`config.mk`:
```
export PLATFORM = sky130hd
export DESIGN_NAME = id_ex_stage_reg
export DESIGN_NICKNAME = d
export VERILOG_FILES = /design/src/rtl/id_ex_stage_reg_pkg.sv /design/src/rtl/id_ex_stage_reg_pipe_field_reg.sv /design/src/rtl/id_ex_stage_reg.sv
export SDC_FILE = /design/constraint.sdc
export NUM_CORES = 1
export LEC_CHECK = 0
export CORE_MARGIN = 1
export CORE_UTILIZATION = 40
export DETAILED_ROUTE_END_ITERATION = 10
export DONT_BUFFER_PORTS = 1
export PLACE_DENSITY = 0.56
export RECOVER_POWER = 25
export SETUP_SLACK_MARGIN = 0.4
export SYNTH_ARGS = -nofsm -noshare
export SYNTH_HDL_FRONTEND = slang
export SYNTH_SLANG_ARGS = --single-unit
```
`constraint.sdc`:
```
create_clock -name clk -period 5.3 [get_ports clk]
set_input_delay 0.265 -clock clk [delete_from_list [all_inputs] [get_ports clk]]
set_output_delay 0.265 -clock clk [all_outputs]
set_load 0.01 [all_outputs]
```
`src/rtl/id_ex_stage_reg_pkg.sv`:
```
// Shared pipeline constants: datapath width, EXE_CMD encodings and the NOP control word.
// Reused by the IF/ID, ID/EX and EX/MEM stage registers.
package id_ex_stage_reg_pkg;

  localparam int ADDRESS_LEN_DEF = 32;

  localparam logic [3:0] EXE_MOV = 4'b0001;
  localparam logic [3:0] EXE_MVN = 4'b1001;
  localparam logic [3:0] EXE_ADD = 4'b0010;
  localparam logic [3:0] EXE_ADC = 4'b0011;
  localparam logic [3:0] EXE_SUB = 4'b0100;
  localparam logic [3:0] EXE_SBC = 4'b0101;
  localparam logic [3:0] EXE_AND = 4'b0110;
  localparam logic [3:0] EXE_ORR = 4'b0111;
  localparam logic [3:0] EXE_EOR = 4'b1000;

  typedef struct packed {
    logic       wb_en;
    logic       mem_r_en;
    logic       mem_w_en;
    logic       b;
    logic       s;
    logic [3:0] exe_cmd;
  } ctrl_t;

  localparam int CTRL_W = $bits(ctrl_t);

  // All-zero control word: no write-back, memory access, branch or flag update.
  localparam ctrl_t NOP_CTRL = '0;

endpackage

```
`src/rtl/id_ex_stage_reg_pipe_field_reg.sv`:
```
// Parameterised pipeline field register: async reset, hold (wins) and clear to a NOP value.
module pipe_field_reg #(
  parameter int           W       = 1,
  parameter logic [W-1:0] CLR_VAL = '0
) (
  input  logic         clk,
  input  logic         rst,
  input  logic         i_hold,
  input  logic         i_clear,
  input  logic [W-1:0] i_d,
  output logic [W-1:0] o_q
);

  logic [W-1:0] r_q;

  always_ff @(posedge clk or posedge rst) begin
    if (rst) begin
      r_q <= CLR_VAL;
    end else if (!i_hold) begin
      r_q <= i_clear ? CLR_VAL : i_d;
    end
  end

  assign o_q = r_q;

endmodule

```
`src/rtl/id_ex_stage_reg.sv`:
```
// ID/EX pipeline register with freeze (hold) > flush > bubble > load priority.
// Optional macro ID_EX_FORWARDING_EN registers the source register numbers for forwarding.
module id_ex_stage_reg
  import id_ex_stage_reg_pkg::*;
#(
  parameter int ADDRESS_LEN = ADDRESS_LEN_DEF
) (
  input  logic                   clk,
  input  logic                   rst,
  input  logic                   freeze,
  input  logic                   flush,
  input  logic                   bubble,
  input  logic [ADDRESS_LEN-1:0] pc_in,
  input  logic                   wb_en_in,
  input  logic                   mem_r_en_in,
  input  logic                   mem_w_en_in,
  input  logic                   b_in,
  input  logic                   s_in,
  input  logic [3:0]             exe_cmd_in,
  input  logic [ADDRESS_LEN-1:0] val_rn_in,
  input  logic [ADDRESS_LEN-1:0] val_rm_in,
  input  logic                   imm_in,
  input  logic [11:0]            shift_operand_in,
  input  logic [23:0]            signed_imm_24_in,
  input  logic [3:0]             dest_in,
  input  logic [3:0]             sr_in,
  input  logic [3:0]             src1_in,
  input  logic [3:0]             src2_in,
  output logic [ADDRESS_LEN-1:0] pc_out,
  output logic                   wb_en_out,
  output logic                   mem_r_en_out,
  output logic                   mem_w_en_out,
  output logic                   b_out,
  output logic                   s_out,
  output logic [3:0]             exe_cmd_out,
  output logic [ADDRESS_LEN-1:0] val_rn_out,
  output logic [ADDRESS_LEN-1:0] val_rm_out,
  output logic                   imm_out,
  output logic [11:0]            shift_operand_out,
  output logic [23:0]            signed_imm_24_out,
  output logic [3:0]             dest_out,
  output logic [3:0]             sr_out,
  output logic [3:0]             src1_out,
  output logic [3:0]             src2_out,
  output logic                   valid_out
);

  localparam int DATA_W  = 3 * ADDRESS_LEN;
  localparam int FIELD_W = 1 + 12 + 24 + 4 + 4;

  // Flush and bubble both load the NOP state, so they share one clear.
  logic w_clear;
  assign w_clear = flush | bubble;

  ctrl_t             w_ctrl_d;
  ctrl_t             w_ctrl_q;
  logic              w_valid_q;
  logic [DATA_W-1:0] w_data_q;
  logic [FIELD_W-1:0] w_field_q;

  assign w_ctrl_d = '{wb_en: wb_en_in, mem_r_en: mem_r_en_in, mem_w_en: mem_w_en_in,
                      b: b_in, s: s_in, exe_cmd: exe_cmd_in};

  pipe_field_reg #(.W(CTRL_W + 1), .CLR_VAL({1'b0, NOP_CTRL})) u_ctrl_reg (
    .clk     (clk),
    .rst     (rst),
    .i_hold  (freeze),
    .i_clear (w_clear),
    .i_d     ({1'b1, w_ctrl_d}),
    .o_q     ({w_valid_q, w_ctrl_q})
  );

  pipe_field_reg #(.W(DATA_W)) u_data_reg (
    .clk     (clk),
    .rst     (rst),
    .i_hold  (freeze),
    .i_clear (w_clear),
    .i_d     ({pc_in, val_rn_in, val_rm_in}),
    .o_q     (w_data_q)
  );

  pipe_field_reg #(.W(FIELD_W)) u_field_reg (
    .clk     (clk),
    .rst     (rst),
    .i_hold  (freeze),
    .i_clear (w_clear),
    .i_d     ({imm_in, shift_operand_in, signed_imm_24_in, dest_in, sr_in}),
    .o_q     (w_field_q)
  );

  assign valid_out    = w_valid_q;
  assign wb_en_out    = w_ctrl_q.wb_en;
  assign mem_r_en_out = w_ctrl_q.mem_r_en;
  assign mem_w_en_out = w_ctrl_q.mem_w_en;
  assign b_out        = w_ctrl_q.b;
  assign s_out        = w_ctrl_q.s;
  assign exe_cmd_out  = w_ctrl_q.exe_cmd;

  assign {pc_out, val_rn_out, val_rm_out} = w_data_q;
  assign {imm_out, shift_operand_out, signed_imm_24_out, dest_out, sr_out} = w_field_q;

`ifdef ID_EX_FORWARDING_EN
  pipe_field_reg #(.W(8)) u_src_reg (
    .clk     (clk),
    .rst     (rst),
    .i_hold  (freeze),
    .i_clear (w_clear),
    .i_d     ({src1_in, src2_in}),
    .o_q     ({src1_out, src2_out})
  );
`else
  logic w_unused_src;
  assign w_unused_src = ^{src1_in, src2_in};
  assign src1_out = 4'd0;
  assign src2_out = 4'd0;
`endif

endmodule

```
==> out/metrics.yaml, run 1 <==
status: "stopped before the end"
lastStage: "clock tree synthesis"
error_line: "[ERROR RSZ-0060] Max buffer count reached."
syn_avg_cell_area_um2: 9.770
io_pins: 322
rows: 46
ys_ff_latch: 151
synth_top_area_share_pct: 58.24
yosysWarningCount: 0
cts_resized: 0
initial_utilization_pct: 40.84
post-cts-setup-buffers: 0
numCtsBuffers: 17
h-tree-depth: 4
die_h_um: 129.4
hpwl_um: 9359
dp_worst_setup_slack_ns: 3.141
clockBufferDepth: 2
synth_area_leaders: "dfrtp_1 (58%), nand2b_1 (14%), nand2_1 (8.7%)"
synth_area_leader_cell: "dfrtp_1"
cts_root_buffer: "clkbuf_16"
gp_congestion: 0.7713
yosys.cell_types.count: 14
synth_area_mm2: 0.006487
cts_hold_buf: 173
ys_seq_area_share_pct: 58.24
netlist_instances: 664
dieWidth_um: 129.4
port-buffer-count: 0
cts.sinks: 151
synthesized netlist by cell type, drive strengths merged:
cell	number
buf	38
clkbuf	20
conb	1
dfrtp	151
inv	1
nand2	151
nand2b	150
o21ai	151
or2	1
stage by stage:
step / instances / cell area (um2)
after floorplan: 671 / 6514
after global placement: 831 / 6444
after detailed placement: 831 / 6444
cell families after synthesis:
logic type,Yosys count,synth area share (%)
buf+inv,59,5.651
simple gates,302,23.30
other cells,1,0.05780
flops,151,58.24
compound gates,151,12.75
==> run 2, diff against run 1 <==
--- a/config.mk
+++ b/config.mk
@@ -6,12 +6,11 @@
 export NUM_CORES = 1
 export LEC_CHECK = 0
 export CORE_MARGIN = 1
-export CORE_UTILIZATION = 40
+export CORE_UTILIZATION = 25
 export DETAILED_ROUTE_END_ITERATION = 10
 export DONT_BUFFER_PORTS = 1
-export PLACE_DENSITY = 0.56
+export PLACE_DENSITY_LB_ADDON = 0.15
 export RECOVER_POWER = 25
-export SETUP_SLACK_MARGIN = 0.4
 export SYNTH_ARGS = -nofsm -noshare
 export SYNTH_HDL_FRONTEND = slang
 export SYNTH_SLANG_ARGS = --single-unit
==> out/metrics.yaml, run 2 <==
holdPathStages: 2
netlist_instances: 664
syn_avg_cell_area_um2: 9.770
cts.clk_slew.worst_paths_ns: 0.06
startpoint_type: "input port"
cp.arrival_ns: 2.48
hpwl_um: 10540
largest_reg_flops: 96
grt_max_degree: 262
path_buf_inv: 2
status: "finished clean"
layout_common_cells: "nand2_1 (151), dfrtp_1 (151), nand2b_1 (150), dlygate4sd3_1 (142), o21ai_0 (116)"
rsz0062_at_grt: "false"
drt-total-wl_um: 17680
area_growth_pct: 32.23
async_flop_share_pct: 100.0
setup_tns_ns: 0
dieArea_mm2: 0.02660
crit_path_end_kind: "flop"
avgRoutedWirePerCell_um: 15.83
gp_congestion: 0.7211
io_pins: 322
fin_skew_ns: 0
worstSetupPathType: "in -> reg"
num_vias: 4896
synth_fa_ha_area_share_pct: 0
cp_cell_sequence: "or2_4 -> buf_4 -> o21ai_0 -> dlygate4sd3_1"
avgViaCountPerCell: 4.383
ant_nets: 0
numCtsBuffers: 17
holdPathEnd: "u_field_reg.o_q[36]"
synth_area_mm2: 0.006487
setup_violations: 0
drt-pass1-iter-count: 4
final-max-slew-violation-count: 0
max_freq_mhz: 455.8
synth_common_cells: "dfrtp_1 (151), nand2_1 (151), nand2b_1 (150), o21ai_1 (79), o21ai_0 (53)"
synth-simple-area-share_pct: 23.30
dieWidth_um: 163.1
diodes: 0
holdCritStartpoint: "shift_operand_in[4]"
rows: 58
rrSetupSlack_ns: 3.99
synth-compound-area-share_pct: 12.75
r2r_end: "u_field_reg.o_q[19]"
synth_area_leader_cell: "dfrtp_1"
yosys.cell_types.count: 14
muxShareOfSynthArea_pct: 0
initial_utilization_pct: 25.62
h-tree-depth: 4
fin_nets: 940
synth_top_area_share_pct: 58.24
drv_cap: 0
p_per_area_mw_per_mm2: 325.0
fin_crit_sh_pct: 41.40
clkLatencyLatePin_ns: 0.40
cts_resized: 0
grtUsageTotal_pct: 13.10
grt_overflow: 0
antenna_found_initial: 0
ys_seq_area_share_pct: 58.24
critPathRequiredTime_ns: 5.59
grt_pass1_wl_um: 27030
power.total_mw: 2.788
yosysWarningCount: 0
synth_area_leaders: "dfrtp_1 (58%), nand2b_1 (14%), nand2_1 (8.7%)"
period_needed_ns: 2.194
critPathSlowestCell: "buf_4"
cts.sinks: 151
core_mm2: 0.02533
critPathMaxFanout: 81
vdd_drop_max_v: 0.0001664
drt_first_iter_violations: 218
port-buffer-count: 0
synth_edf_count: 0
grt_pass1_vias: 5097
finalHoldViolCount: 0
total_leakage_power_nw: 3.692
rr_worst_depth: 3
remaining_drc_errors: 0
synth_ff_type: "dfrtp_1"
cts_tree: "built"
crit_path_max_incr_delay_ns: 0.67
die_h_um: 163.1
drive_gt1_share_pct: 4.956
synth_top_family_by_area: "simple AND/OR/NAND/NOR gates"
post-cts-setup-buffers: 0
hold_path.class: "in -> reg"
worst_pin_slew_ns: 0.8681
cts_hold_buf: 140
crit_family: "buffers and inverters"
ys_ff_latch: 151
slew_headroom_pct: 42.13
synth_xor_area_share_pct: 0
clockBufferDepth: 2
cts_root_buffer: "clkbuf_16"
r2r-start: "u_field_reg.o_q[19]"
==> run 2: cell counts after synthesis <==
No cell type changed its count.
==> run 2: area by class of cell <==
cell class,count,area [um2]
sequential,151,3779
tap,330,412.9
inverter,1,8.758
multi-input combinational,461,2318
fill,2574,16750
clock inverter,12,177.7
clock buffer,17,425.4
timing repair buffer,145,1456
==> run 2: metrics by stage <==
step	instance area, um2	setup WS, ns	hold WS, ns	instances	util [%]
2_1_floorplan	6514	0.9703	0.4048	671	-
3_3_place_gp	6586	3.146	0.3600	945	26.01
3_5_place_dp	6586	3.023	0.3746	945	26.01
4_1_cts	8601	2.978	0.0005100	1114	33.96
5_1_grt	8578	2.937	0.001397	1117	33.87
6_report	8578	3.106	0.01831	1117	33.87
==> run 2: worst max-delay path by stage <==
stage / from / to / slack [ns] / cells after the start
2_1_floorplan: rst / u_ctrl_reg.o_q[0] / 0.97 / 1
3_3_place_gp: bubble / u_field_reg.o_q[37] / 3.15 / 3
3_5_place_dp: bubble / u_field_reg.o_q[32] / 3.02 / 3
4_1_cts: bubble / u_data_reg.o_q[13] / 2.98 / 4
5_1_grt: bubble / u_data_reg.o_q[13] / 2.94 / 4
6_report: bubble / u_data_reg.o_q[13] / 3.11 / 4
==> run 2: cell families after synthesis <==
logic type             Yosys count
buffers and inverters           59
AND/OR/NAND/NOR                302
other                            1
AO/OA/AOI/OAI                  151
flip-flops                     151
==> run 2: worst reg2reg max path: cells and delay by family, from the launching register on <==
family	cells	cell delay [ns]
buffers and inverters	1	0.61
and+or+nand+nor	1	0.08
AOI/OAI and AO/OA	1	0.09
DFF	1	0.42
==> run 2: power by group <==
group          internal (mW)  leakage, nW  switching (mW)  total (mW)
Combinational          0.124         1.36           0.104       0.228
Clock                  0.782        0.295           0.477        1.26
Sequential              1.22         2.04          0.0840        1.30
==> run 2: layer usage <==
layer	routed length, um	track usage, %	part of all wire [%]	up-vias
met1	6883	14.60	39	2308
met4	322	4.800	1.8	0
met2	8618	22.38	49	236
met3	1853	5.282	10	20
li1	-	-	-	2332
met5	0	0	0	-
Note: power is estimated with default switching activity, not from simulation.
==> run 3, diff against run 2 <==
==> constraint.sdc (replaced) <==
create_clock -name clk -period 1.9 [get_ports clk]
set_input_delay 0.095 -clock clk [delete_from_list [all_inputs] [get_ports clk]]
set_output_delay 0.095 -clock clk [all_outputs]
set_load 0.01 [all_outputs]
==> out/metrics.yaml, run 3 <==
status: "stopped before the end"
lastStage: "clock tree synthesis"
error_line: "[ERROR RSZ-0060] Max buffer count reached."
yosysWarningCount: 0
synth_common_cells: "dfrtp_1 (151), nand2_1 (151), nand2b_1 (150), o21ai_1 (79), o21ai_0 (53)"
synth_area_leader_cell: "dfrtp_1"
yosys.cell_types.count: 14
ys_ff_latch: 151
place_inst: 948
cts.sinks: 151
post-cts-setup-buffers: 0
cts_resized: 0
hpwl_um: 10520
initial_utilization_pct: 25.62
async_flop_share_pct: 100.0
postPlaceCellArea_mm2: 0.006658
cts_root_buffer: "clkbuf_16"
gp_congestion: 0.7287
clockBufferDepth: 2
synth_top_area_share_pct: 58.24
port-buffer-count: 0
dieWidth_um: 163.1
h-tree-depth: 4
cts_hold_buf: 197
ys_seq_area_share_pct: 58.24
numCtsBuffers: 17
io_pins: 322
synth_ff_type: "dfrtp_1"
netlist_instances: 664
rows: 58
syn_avg_cell_area_um2: 9.770
die_h_um: 163.1
synth_area_leaders: "dfrtp_1 (58%), nand2b_1 (14%), nand2_1 (8.7%)"
synth_area_mm2: 0.006487
synth_edf_count: 0
[run 3: cell counts after synthesis]
Identical to the previous run, type by type.
[run 3: cell families after synthesis]
| logic type | share of synthesized area, % |
|---|---|
| flops | 58.24 |
| other cells | 0.05780 |
| compound gates | 12.75 |
| buf+inv | 5.651 |
| simple gates | 23.30 |
[run 3: through the flow]
step	TNS [ns]	hold WS [ns]	util, %	setup WS, ns
floorplan	-14.79	0.2348	-	-0.09796
global placement	0	-0.08902	26.29	1.022
detailed placement	0	-0.08880	26.29	0.9670
